File: src/rtl/gen_scheduler.sv
// gen_scheduler: row-scan sequencer for a cellular-automaton cell array.
// Each generation reads then writes every row, followed by one CHECK cycle
// that counts the generation and decides win / lose / reload / continue.
// Optional feature macro: GEN_SCHED_STEP_EN (step pulses start one generation);
// when undefined, only run starts generations and step is ignored.
module gen_scheduler #(
    parameter int unsigned ROWS     = 16,
    parameter logic [8:0]  WIN_GENS = 9'd400
) (
    input  logic                      clka,
    input  logic                      restart,
    input  logic                      run,
    input  logic                      step,
    input  logic                      load_req,
    input  logic                      load_done,
    input  logic                      lose_sig,
    output logic                      load_grant,
    output logic                      read_en,
    output logic                      write_en,
    output logic [$clog2(ROWS)-1:0]   row_addr,
    output logic [8:0]                gen_count,
    output logic                      busy,
    output logic                      win,
    output logic                      lose,
    output logic [2:0]                state
);

    localparam int unsigned RW       = $clog2(ROWS);
    localparam int unsigned GW       = 9;
    localparam logic [RW-1:0] LAST_ROW = RW'(ROWS - 1);
    localparam logic [GW-1:0] GEN_MAX  = GW'(511);

    typedef enum logic [2:0] {
        S_IDLE     = 3'b000,
        S_WIN1     = 3'b001,
        S_LOAD     = 3'b010,
        S_IREAD    = 3'b011,
        S_WRITEOUT = 3'b100,
        S_CHECK    = 3'b101,
        S_LOSE1    = 3'b110
    } state_e;

    state_e         state_q, state_d;
    logic [RW-1:0]  row_q, row_d;
    logic [GW-1:0]  gen_q, gen_d;
    logic           load_grant_q, load_grant_d;
    logic           read_en_q, read_en_d;
    logic           write_en_q, write_en_d;
    logic           busy_q, busy_d;
    logic           win_q, win_d;
    logic           lose_q, lose_d;
    logic           start_c;

    // Condition that launches a generation from IDLE
`ifdef GEN_SCHED_STEP_EN
    assign start_c = run | step;
`else
    logic step_unused;
    assign step_unused = step;
    assign start_c     = run;
`endif

    // Next state, row and generation count
    always_comb begin
        state_d = state_q;
        row_d   = row_q;
        gen_d   = gen_q;
        case (state_q)
            S_IDLE: begin
                row_d = '0;
                if (load_req) begin
                    state_d = S_LOAD;
                    gen_d   = '0;
                end else if (start_c) begin
                    state_d = S_IREAD;
                end
            end
            S_LOAD: begin
                row_d = '0;
                if (load_done) begin
                    state_d = S_IDLE;
                end
            end
            S_IREAD: begin
                state_d = S_WRITEOUT;
            end
            S_WRITEOUT: begin
                if (row_q == LAST_ROW) begin
                    // Count the generation as the scan ends so CHECK shows it
                    state_d = S_CHECK;
                    row_d   = '0;
                    gen_d   = (gen_q == GEN_MAX) ? gen_q : gen_q + GW'(1);
                end else begin
                    state_d = S_IREAD;
                    row_d   = row_q + RW'(1);
                end
            end
            S_CHECK: begin
                row_d = '0;
                if (lose_sig) begin
                    state_d = S_LOSE1;
                end else if (gen_q == WIN_GENS) begin
                    state_d = S_WIN1;
                end else if (load_req) begin
                    state_d = S_LOAD;
                    gen_d   = '0;
                end else if (run) begin
                    state_d = S_IREAD;
                end else begin
                    state_d = S_IDLE;
                end
            end
            S_WIN1, S_LOSE1: begin
                row_d = '0;
                if (load_req) begin
                    state_d = S_LOAD;
                    gen_d   = '0;
                end
            end
            default: begin
                state_d = S_IDLE;
                row_d   = '0;
            end
        endcase
    end

    // Output decode of the upcoming state, registered alongside it
    always_comb begin
        load_grant_d = (state_d == S_LOAD);
        read_en_d    = (state_d == S_IREAD);
        write_en_d   = (state_d == S_WRITEOUT);
        win_d        = (state_d == S_WIN1);
        lose_d       = (state_d == S_LOSE1);
        busy_d       = !((state_d == S_IDLE) || (state_d == S_WIN1) ||
                         (state_d == S_LOSE1));
    end

    // State, counters and registered outputs with synchronous restart
    always_ff @(posedge clka) begin
        if (restart) begin
            state_q      <= S_IDLE;
            row_q        <= '0;
            gen_q        <= '0;
            load_grant_q <= 1'b0;
            read_en_q    <= 1'b0;
            write_en_q   <= 1'b0;
            busy_q       <= 1'b0;
            win_q        <= 1'b0;
            lose_q       <= 1'b0;
        end else begin
            state_q      <= state_d;
            row_q        <= row_d;
            gen_q        <= gen_d;
            load_grant_q <= load_grant_d;
            read_en_q    <= read_en_d;
            write_en_q   <= write_en_d;
            busy_q       <= busy_d;
            win_q        <= win_d;
            lose_q       <= lose_d;
        end
    end

    assign state      = state_q;
    assign row_addr   = row_q;
    assign gen_count  = gen_q;
    assign load_grant = load_grant_q;
    assign read_en    = read_en_q;
    assign write_en   = write_en_q;
    assign busy       = busy_q;
    assign win        = win_q;
    assign lose       = lose_q;

endmodule

File: config.mk
export PLATFORM = sky130hd
export DESIGN_NAME = gen_scheduler
export DESIGN_NICKNAME = d
export VERILOG_FILES = /design/src/rtl/gen_scheduler.sv
export SDC_FILE = /design/constraint.sdc
export NUM_CORES = 1
export LEC_CHECK = 0
export ABC_AREA = 0
export BUFFER_PORTS_ARGS = -buffer_cell sky130_fd_sc_hd__buf_2
export CELL_PAD_IN_SITES_DETAIL_PLACEMENT = 2
export CELL_PAD_IN_SITES_GLOBAL_PLACEMENT = 2
export CORE_ASPECT_RATIO = 1.2
export CORE_MARGIN = 10
export CORE_UTILIZATION = 31
export CTS_CLUSTER_DIAMETER = 100
export DETAILED_ROUTE_END_ITERATION = 16
export PLACE_DENSITY_LB_ADDON = 0.1
export SLEW_MARGIN = 20
export SYNTH_ARGS = -nofsm -noshare
export SYNTH_HDL_FRONTEND = slang
export SYNTH_SLANG_ARGS = --single-unit
File: constraint.sdc
create_clock -name clka -period 2.45 [get_ports clka]
set_input_delay 0.1225 -clock clka [delete_from_list [all_inputs] [get_ports clka]]
set_output_delay 0.1225 -clock clka [all_outputs]
set_load 0.005 [all_outputs]
==> reports/results.tsv, run 1 <==
stage	metric	value	unit
outcome	outcome	finished, final reports clean	
worst_setup_path	cp-start-kind	flip-flop	
logic_synthesis	ys.flop_type	dfxtp_1	
cts	tritoncts	yes	
logic_synthesis	syn_inst	132	
logic_synthesis	yosysSeqAreaShare	36.9	%
worst_setup_path	crit_required	2.65	ns
worst_setup_path	cpMostUsedCell	nor2_1	
finish	area_growth	20.0	%
timing	hold_viol	0	
timing	min_period	2.17	ns
routing	drc	0	
finish	layout-drive-gt1-share	26.3	%
cts	cts_sinks	22	
finish	num-nets-final	172	
logic_synthesis	async_reset_ff_share	0	%
worst_setup_path	endpoint_kind	flip-flop	
finish	layout_common_cells	buf_2, dfxtp_1, nor2_1	
grt	met1_usage	11.2	%
power_and_ir_drop	p_leak	0.613	nW
placement	gp_congestion	0.755	
timing	slew_headroom	59.0	%
cts	cts_made_buffers	3	
finish	final_core_util	39.1	%
logic_synthesis	syn-cell-area	1190	um^2
routing	firstDrtPassIters	3	
grt	antenna_found_initial	0	
placement	hpwl	2890	um
floorplan	start_util	32.5	%
routing	wl	3610	um
routing	final_antenna_net_count	0	
timing	fin_skew	0.00331	ns
logic_synthesis	ys_types	50	
worst_setup_path	crit_buf_inv	0	
floorplan	rows	24	
worst_setup_path	crit_path_top_delay_cell	or4_1	
routing	dr.first_iter.drc_count	20	
logic_synthesis	avgSynthCellArea	9.03	um^2
floorplan	die_area	6740	um^2
cts	cts.clk_slew.worst_paths	0.09	ns
worst_setup_path	crit_arrival	2.37	ns
floorplan	die_h	87.9	um
cts	cts_repair_resize_count	0	
floorplan	io_pins	29	
logic_synthesis	synth_edf_count	0	
grt	use_met3	2.56	%
timing	fmax	461	MHz
finish	final_common_cell	buf_2	
logic_synthesis	ys.warnings.count	0	
hold_path	hold_class	in2reg	
job	max_cap_viol_count	0	
worst_setup_path	cp_top_family	simple AND/OR/NAND/NOR gates	
timing	grt_setup_unrepaired	false	
cts	cts_hold_repair.buffers	0	
timing	tightest_slew	0.611	ns
logic_synthesis	ys_ff_latch	22	
finish	fillCellCount	454	
finish	antennaDiodeCount	0	
worst_setup_path	max_stage_delay	0.48	ns
grt	overflow	0	
routing	routedWlPerCell	17.0	um
placement	port_buffers	27	
worst_setup_path	crit_chain	nand3_1 -> nor2_1 -> nand2_1 -> nor2_1 -> ha_1 -> or2_1 -> a21oi_2 -> o221ai_2 -> or4_1 -> a21boi_1	
logic_synthesis	synth_nets	143	
power_and_ir_drop	ir_drop	285	uV
routing	viasPerCell	5.22	
cts	cts_setup_buffers	0	
cts	root_buffer	clkbuf_8	
timing	setup_viol	0	
floorplan	core	3660	um^2
cts	cts.path.max_buffers	2	
power_and_ir_drop	powerDensity	516	nW/um^2
worst_setup_path	critical_path_class	reg2reg	
grt	grt_use_met2	22.4	%
timing	timing.hold.ws	0.189	ns
timing	finalCritPeriodShare	88.5	%
grt	grt_max_degree	15	
cts	cts_max_level	1	
grt	grt_pass1_vias	1254	
grt	busiest_layer	met2	
timing	tns	0	ns
timing	drv_slew	0	
routing	vias	1107	
cts	worstSkewPairLatency	0.26	ns
grt	grt_use_total	11.2	%
worst_setup_path	cp_max_fo	7	
grt	grt_pass1_wl	6150	um
floorplan	dieWidth	76.6	um
-- Yosys cell counts (2+ instances only) --
library cell | number | area share (%)
o21ai_0 | 4 | 1.7
ha_1 | 4 | 4.2
a21oi_1 | 4 | 1.7
nand2_1 | 11 | 3.5
a22oi_1 | 2 | 1.3
a41oi_1 | 2 | 1.5
mux2i_1 | 3 | 2.5
inv_1 | 5 | 1.6
nand4_1 | 2 | 1.0
and3b_1 | 2 | 1.5
dfxtp_1 | 22 | 37
nor2_1 | 14 | 4.4
a21oi_2 | 2 | 1.5
and4_1 | 2 | 1.5
nor2b_1 | 4 | 2.1
and3_1 | 2 | 1.0
nand3_1 | 4 | 1.7
nand3b_1 | 4 | 2.5
a21boi_1 | 2 | 1.3
nor3_1 | 2 | 0.84
buf_4 | 2 | 1.3
nor3b_1 | 2 | 1.3
a22o_1 | 2 | 1.5
or3_1 | 3 | 1.6
-- per-stage QoR --
stage / setup slack, ns / instances / power [mW] / cell area, um^2
2_1_floorplan: 0.438 / 132 / 0.446 / 1190
3_3_place_gp: 0.338 / 208 / 0.475 / 1380
3_5_place_dp: 0.261 / 208 / 0.479 / 1380
4_1_cts: 0.247 / 212 / 0.751 / 1430
5_1_grt: 0.102 / 212 / 0.778 / 1430
6_report: 0.281 / 212 / 0.739 / 1430
-- worst reg2reg max path, stage by stage, from the launching register on --
cell      delay [ns]
dfxtp_1         0.39
nand3_1         0.15
nor2_1          0.07
nand2_1         0.11
nor2_1          0.07
ha_1            0.17
or2_1           0.23
a21oi_2         0.17
o221ai_2        0.13
or4_1           0.48
a21boi_1        0.14
-- report_power, final --
| part | switching, mW | total (mW) | internal [mW] |
|---|---|---|---|
| combinational | 0.0519 | 0.0913 | 0.0394 |
| clock | 0.126 | 0.270 | 0.143 |
| sequential | 0.0118 | 0.378 | 0.366 |
-- registers in the layout (all words and copies together), names as in the netlist --
name,cells
gen_count,9
row_addr,4
state,3
busy,1
load_grant,1
lose,1
read_en,1
win,1
write_en,1
-- metal layers --
| metal | vias up | share of wire [%] | routed length (um) |
|---|---|---|---|
| li1 | 547 | - | - |
| met3 | 4 | 3.4 | 124 |
| met1 | 540 | 42 | 1520 |
| met4 | 0 | 0.86 | 31 |
| met5 | - | 0 | 0 |
| met2 | 16 | 54 | 1930 |
-- final timing paths --
check,startpoint,endpoint,slack (ns),cells past startpoint
worst min register to register,gen_count[4],gen_count[4],0.52,2
worst min-delay path,restart,row_addr[1],0.19,2
worst max-delay path,gen_count[2],gen_count[7],0.28,10
worst max register to register,gen_count[2],gen_count[7],0.28,10
-- kinds of logic (layout without fill, tap and decap cells) --
group           Yosys count  after routing  synth area share, %
flops                    22             22                 36.9
fa+ha+maj                 4              4                 4.20
mux                       4              4                 3.46
buf+inv                   9             37                 3.57
simple gates             63             63                 32.3
compound gates           30             30                 19.5
-- layout make-up --
cell class | instances | area (um^2) | share of cell area (%)
multi-input cells | 101 | 709 | 49.6
flip-flops and latches | 22 | 440 | 30.8
repair buffers | 28 | 143 | 9.97
well taps | 52 | 65.1 | 4.55
clock buffers | 4 | 55.1 | 3.85
inverters | 5 | 18.8 | 1.31
Power figures use the tool's default switching activity.
==> run 2: changes to the inputs <==
- ABC_AREA: 0 -> 1
- CORE_UTILIZATION: 31 -> 28
==> run 2 against run 1 <==
  * Wire length grew 12%
  * Cell count is 28% higher
  * Sequential power increased by 1%
  * Global-route usage is 0.27 points higher
  * Clock power grew 1%
  * First-iteration DRC count is 110% higher
  * Power grew 4.3%
  * Setup slack improved by 0.15 ns
  * Register-to-register slack better by 0.15 ns
  * Clock skew grew 0.0018 ns
  * Die area rose by 12%
  * Critical path type unchanged
==> reports/results.tsv, run 2 <==
stage	metric	value	unit	change
placement	port_buffers	27		unchanged
cts	cts_setup_buffers	0		unchanged
floorplan	core	4290	um^2	+17%
finish	regArea	440	um^2	unchanged
worst_setup_path	cp_max_fo	9		+2
timing	worst_slack	0.432	ns	+0.151 ns
grt	overflow	0		unchanged
routing	viasPerCell	4.79		-8.3%
timing	finalCritPeriodShare	82.4	%	-6.2 points
floorplan	die_h	93.4	um	+6.2%
floorplan	die_area	7580	um^2	+12%
timing	slew_headroom	76.2	%	+17 points
floorplan	io_pins	29		unchanged
grt	grt_pass1_vias	1479		+18%
worst_setup_path	reg2reg_setup_slack	0.43	ns	+0.15 ns
logic_synthesis	synth_edf_count	0		unchanged
logic_synthesis	yosysSeqAreaShare	35.1	%	-1.9 points
logic_synthesis	synth.area.top_cells	dfxtp_1, nand2_1, nand3_1, nor2_1, inv_1		
timing	fin_skew	0.00508	ns	+0.00177 ns
floorplan	dieWidth	81.1	um	+5.9%
routing	final_antenna_net_count	0		unchanged
finish	layout-drive-gt1-share	20.5	%	-5.8 points
timing	hold_viol	0		unchanged
logic_synthesis	ys_ff_latch	22		unchanged
timing	tightest_slew	0.356	ns	-0.255 ns
logic_synthesis	ys.flop_type	dfxtp_1		
finish	antennaDiodeCount	0		unchanged
grt	grt_use_total	11.5	%	+0.27 points
outcome	outcome	finished, final reports clean		
logic_synthesis	async_reset_ff_share	0	%	unchanged
cts	worstSkewPairLatency	0.27	ns	about the same
cts	root_buffer	clkbuf_8		
logic_synthesis	synth_most_common_cell	nand2_1		
cts	cts_max_level	1		unchanged
logic_synthesis	yosys.area.top_type	dfxtp_1		
grt	grt_max_degree	18		+3
timing	drv_slew	0		unchanged
timing	grt_setup_unrepaired	false		
cts	tritoncts	yes		
power_and_ir_drop	powerDensity	516	nW/um^2	about the same
placement	dp_slack	0.469	ns	+0.208 ns
floorplan	start_util	29.3	%	-3.3 points
logic_synthesis	syn-cell-area	1260	um^2	+5.4%
grt	antenna_found_initial	0		unchanged
logic_synthesis	ys.warnings.count	0		unchanged
finish	multi_input_comb_area	718	um^2	+1.2%
finish	largest_register_ffs	9		unchanged
cts	cts_hold_repair.buffers	0		unchanged
worst_setup_path	crit_required	2.65	ns	about the same
routing	routedWlPerCell	15.0	um	-12%
routing	drc	0		unchanged
finish	layout_common_cells	nand2_1, buf_2, nor2_1		
logic_synthesis	ys_types	24		-52%
cts	cts.path.max_buffers	2		unchanged
placement	gp_congestion	0.786		+4.1%
cts	cts_made_buffers	3		unchanged
logic_synthesis	avgSynthCellArea	6.68	um^2	-26%
routing	dr.first_iter.drc_count	41		+110%
routing	wl	4060	um	+12%
finish	area_growth	18.9	%	
logic_synthesis	synth_nets	199		+39%
worst_setup_path	cp-start-kind	flip-flop		
worst_setup_path	crit_arrival	2.22	ns	-0.15 ns
power_and_ir_drop	ir_drop	212	uV	-26%
cts	cts.clk_slew.worst_paths	0.09	ns	about the same
logic_synthesis	syn_inst	188		+42%
finish	fillCellCount	554		+22%
timing	fmax	495	MHz	+7.5%
finish	num-nets-final	227		+32%
logic_synthesis	synth_top_area_share	35.1	%	-1.9 points
routing	vias	1297		+17%
worst_setup_path	critical_path_class	reg2reg		
job	max_cap_viol_count	0		unchanged
grt	grt_pass1_wl	6930	um	+13%
timing	setup_viol	0		unchanged
floorplan	rows	26		+8.3%
logic_synthesis	synthTopCellsByCount	nand2_1, nor2_1, dfxtp_1		
worst_setup_path	endpoint_kind	flip-flop		
cts	cts_sinks	22		unchanged
cts	cts_repair_resize_count	0		unchanged
placement	hpwl	3290	um	+14%
routing	firstDrtPassIters	4		+1
hold_path	hold_class	in2reg		
timing	tns	0	ns	unchanged
timing	min_period	2.02	ns	-0.151 ns
finish	final_common_cell	nand2_1		
power_and_ir_drop	p_leak	0.696	nW	+14%
==> run 2: area by class of cell <==
type	count	share of cell area (%)
Multi-Input combinational cell	142	48.1
Sequential cell	22	29.5
Timing Repair Buffer	27	9.05
Inverter	20	5.03
Tap cell	56	4.69
Clock buffer	4	3.69
==> run 2: final timing paths <==
check	startpoint	to	depth (start not counted)
setup / recovery	gen_count[1]	gen_count[4]	12
hold / removal	restart	write_en	2
setup reg to reg	gen_count[1]	gen_count[4]	12
hold reg to reg	row_addr[1]	row_addr[1]	2
==> run 2: cells by family (layout without fill, tap and decap cells) <==
logic type,Yosys count,in the layout,synth area share (%)
AO/OA/AOI/OAI,22,22,9.56
flip-flops,22,22,35.1
buffers and inverters,24,51,7.77
XOR/XNOR,2,2,1.39
adder cells (fa/ha/maj),4,4,3.98
AND/OR/NAND/NOR,114,114,42.2
==> run 2: metal layers <==
metal / share of wire [%] / track usage [%] / up-vias
li1: - / - / 654
met1: 39 / 11.2 / 619
met2: 54 / 21.5 / 19
met3: 5.5 / 3.54 / 5
met4: 1.6 / 4.62 / 0
met5: 0 / 0 / -
==> run 2: worst max-delay path: stages (launching register included) <==
cell and delay [ns]:
dfxtp_1 0.43, ha_1 0.23, nand2_1 0.09, inv_1 0.11, nand3_1 0.12, nor2_1 0.14
ha_1 0.17, nand3_1 0.10, nand2_1 0.15, nor2_4 0.08, nand3_4 0.11, nand2_1 0.07
a21oi_1 0.14
==> run 2: power breakdown <==
group / total [mW] / leakage, nW / internal [mW] / switching [mW]
Combinational: 0.115 / 0.489 / 0.0374 / 0.0772
Sequential: 0.382 / 0.179 / 0.369 / 0.0130
Clock: 0.274 / 0.0288 / 0.144 / 0.130
Total: 0.771 / 0.696 / 0.550 / 0.220
==> run 2: through the flow <==
step / util (%) / hold WS (ns) / instances / area, um^2 / power [mW]
finish: 34.8 / 0.220 / 271 / 1490 / 0.771
detailed placement: 33.5 / 0.494 / 267 / 1440 / 0.509
CTS: 34.8 / 0.227 / 271 / 1490 / 0.790
floorplan: - / 0.378 / 188 / 1260 / 0.465
global placement: 33.5 / 0.486 / 267 / 1440 / 0.503
global route: 34.8 / 0.239 / 271 / 1490 / 0.820
==> run 3: changes to the inputs <==
- clock period: 2.45 -> 2.05 ns (I/O delays scaled with it)
==> run 3 against run 2 <==
  * Hold slack worse by 0.0076 ns
  * Flip-flop and latch count unchanged
  * Global-route usage up 0.29 points
  * Largest cell class unchanged
  * Via count up 2.5%
==> reports/results.tsv, run 3 (synthesis gave the netlist of run 2 again) <==
stage	metric	value	unit	change
finish	layout_common_cells	nand2_1, buf_2, nor2_1		
timing	tightest_slew	0.405	ns	+0.0487 ns
grt	grt_pass1_wl	7200	um	+3.8%
cts	cts_made_buffers	3		unchanged
routing	vias	1330		+2.5%
finish	antennaDiodeCount	0		unchanged
routing	firstDrtPassIters	4		unchanged
floorplan	start_util	29.3	%	unchanged
worst_setup_path	crit_arrival	2.01	ns	-0.21 ns
timing	setup_viol	0		unchanged
timing	hold_viol	0		unchanged
worst_setup_path	cp-start-kind	flip-flop		
routing	routedWlPerCell	15.6	um	+4.2%
placement	gp_congestion	0.789		+0.33%
power_and_ir_drop	pwr-share-comb	16.3	%	+1.4 points
finish	final_common_cell	nand2_1		
grt	antenna_found_initial	0		unchanged
power_and_ir_drop	powerDensity	606	nW/um^2	+17%
worst_setup_path	crit_required	2.19	ns	-0.46 ns
job	max_cap_viol_count	0		unchanged
floorplan	dieWidth	81.1	um	unchanged
placement	dp_cells	268		+0.37%
power_and_ir_drop	power	0.931	mW	+21%
finish	fillCellCount	568		+2.5%
timing	timing.hold.ws	0.212	ns	-0.00760 ns
placement	dp_slack	0.0686	ns	-0.400 ns
finish	area_growth	22.4	%	
outcome	outcome	finished, final reports clean		
routing	dr.first_iter.drc_count	34		-17%
grt	grt_pass1_vias	1541		+4.2%
routing	drc	0		unchanged
cts	root_buffer	clkbuf_8		
floorplan	rows	26		unchanged
grt	grt_max_degree	18		unchanged
routing	met2_length	2330	um	+5.6%
grt	grt_use_total	11.8	%	+0.29 points
worst_setup_path	cp_max_fo	6		-3
timing	min_period	1.86	ns	-0.157 ns
power_and_ir_drop	ir_drop	204	uV	-3.6%
routing	wl	4260	um	+5.0%
worst_setup_path	critical_path_class	reg2reg		
floorplan	core	4290	um^2	unchanged
power_and_ir_drop	switching_share	28.7	%	+0.074 points
placement	hpwl	3340	um	+1.6%
power_and_ir_drop	p_leak	0.704	nW	+1.1%
floorplan	io_pins	29		unchanged
power_and_ir_drop	power_switching	0.267	mW	+21%
hold_path	hold_class	in2reg		
cts	cts_repair_resize_count	0		unchanged
power_and_ir_drop	p_int	0.664	mW	+21%
cts	cts_hold_repair.buffers	0		unchanged
finish	largest_register_ffs	9		unchanged
cts	worstSkewPairLatency	0.27	ns	about the same
finish	num-nets-final	229		+0.88%
floorplan	die_area	7580	um^2	unchanged
routing	final_antenna_net_count	0		unchanged
finish	layout-drive-gt1-share	24.9	%	+4.4 points
routing	viasPerCell	4.87		+1.8%
timing	grt_setup_unrepaired	false		
worst_setup_path	endpoint_kind	flip-flop		
power_and_ir_drop	pwr-share-seq	49.1	%	-0.5 points
timing	finalCritPeriodShare	90.8	%	+8.4 points
cts	cts.clk_slew.worst_paths	0.08	ns	about the same
timing	fmax	537	MHz	+8.4%
timing	fin_skew	0.00241	ns	-0.00267 ns
routing	met1_length	1680	um	+7.2%
power_and_ir_drop	power_frac_clock	34.6	%	-1.0 points
floorplan	die_h	93.4	um	unchanged
cts	tritoncts	yes		
cts	cts.path.max_buffers	2		unchanged
placement	port_buffers	27		unchanged
timing	slew_headroom	73.0	%	-3.3 points
timing	tns	0	ns	unchanged
cts	cts_max_level	1		unchanged
timing	worst_slack	0.188	ns	-0.243 ns
cts	cts_setup_buffers	0		unchanged
timing	drv_slew	0		unchanged
routing	met3WireLength	189	um	-16%
cts	cts_sinks	22		unchanged
grt	overflow	0		unchanged
finish	finalNonFillerCells	273		+0.74%
routing	top_layer	met4		
## run 3: per-stage QoR
stage                     area [um^2]  util [%]
after floorplan                  1260         -
after CTS                        1500      35.0
final                            1540      35.8
after detailed placement         1450      33.7
after global placement           1450      33.7
after global routing             1540      35.8
## run 3: critical path: stages, from the launching register on
cell and delay [ns]:
dfxtp_2 0.34, ha_2 0.19, nand2_1 0.11, inv_2 0.06
nand3_1 0.12, nor2_2 0.05, ha_1 0.20, nand3_2 0.10
nand2_2 0.07, nor2_4 0.21, nand3_4 0.14, nand2_1 0.09
a21oi_1 0.07
## run 3: worst paths after layout
path                startpoint      endpoint  slack (ns)  cells after the start
hold / removal         restart          lose        0.21                      2
hold reg to reg    row_addr[1]   row_addr[1]        0.50                      2
setup / recovery  gen_count[0]  gen_count[4]        0.19                     12
setup reg to reg  gen_count[0]  gen_count[4]        0.19                     12
## run 3: power groups by stage
stage	registers, mW	logic [mW]	clock network [mW]
final	0.457	0.152	0.322
after CTS	0.457	0.145	0.341
after global placement	0.465	0.137	0
after detailed placement	0.466	0.145	0
after floorplan	0.464	0.0920	0
after global routing	0.460	0.174	0.361
## run 3: metal layers
| layer | global-route usage (%) | vias to the layer above |
|---|---|---|
| met5 | 0 | - |
| met4 | 3.03 | 0 |
| met3 | 3.45 | 7 |
| met2 | 22.9 | 19 |
| met1 | 11.5 | 642 |
| li1 | - | 662 |
## run 3: area by class of cell
cell class              instances  area, um^2  share of cell area, %
flip-flops and latches         22         443                   28.8
multi-input cells             143         752                   48.9
clock buffers                   4        55.1                   3.58
inverters                      20        75.1                   4.88
repair buffers                 28         143                   9.28
well taps                      56        70.1                   4.56
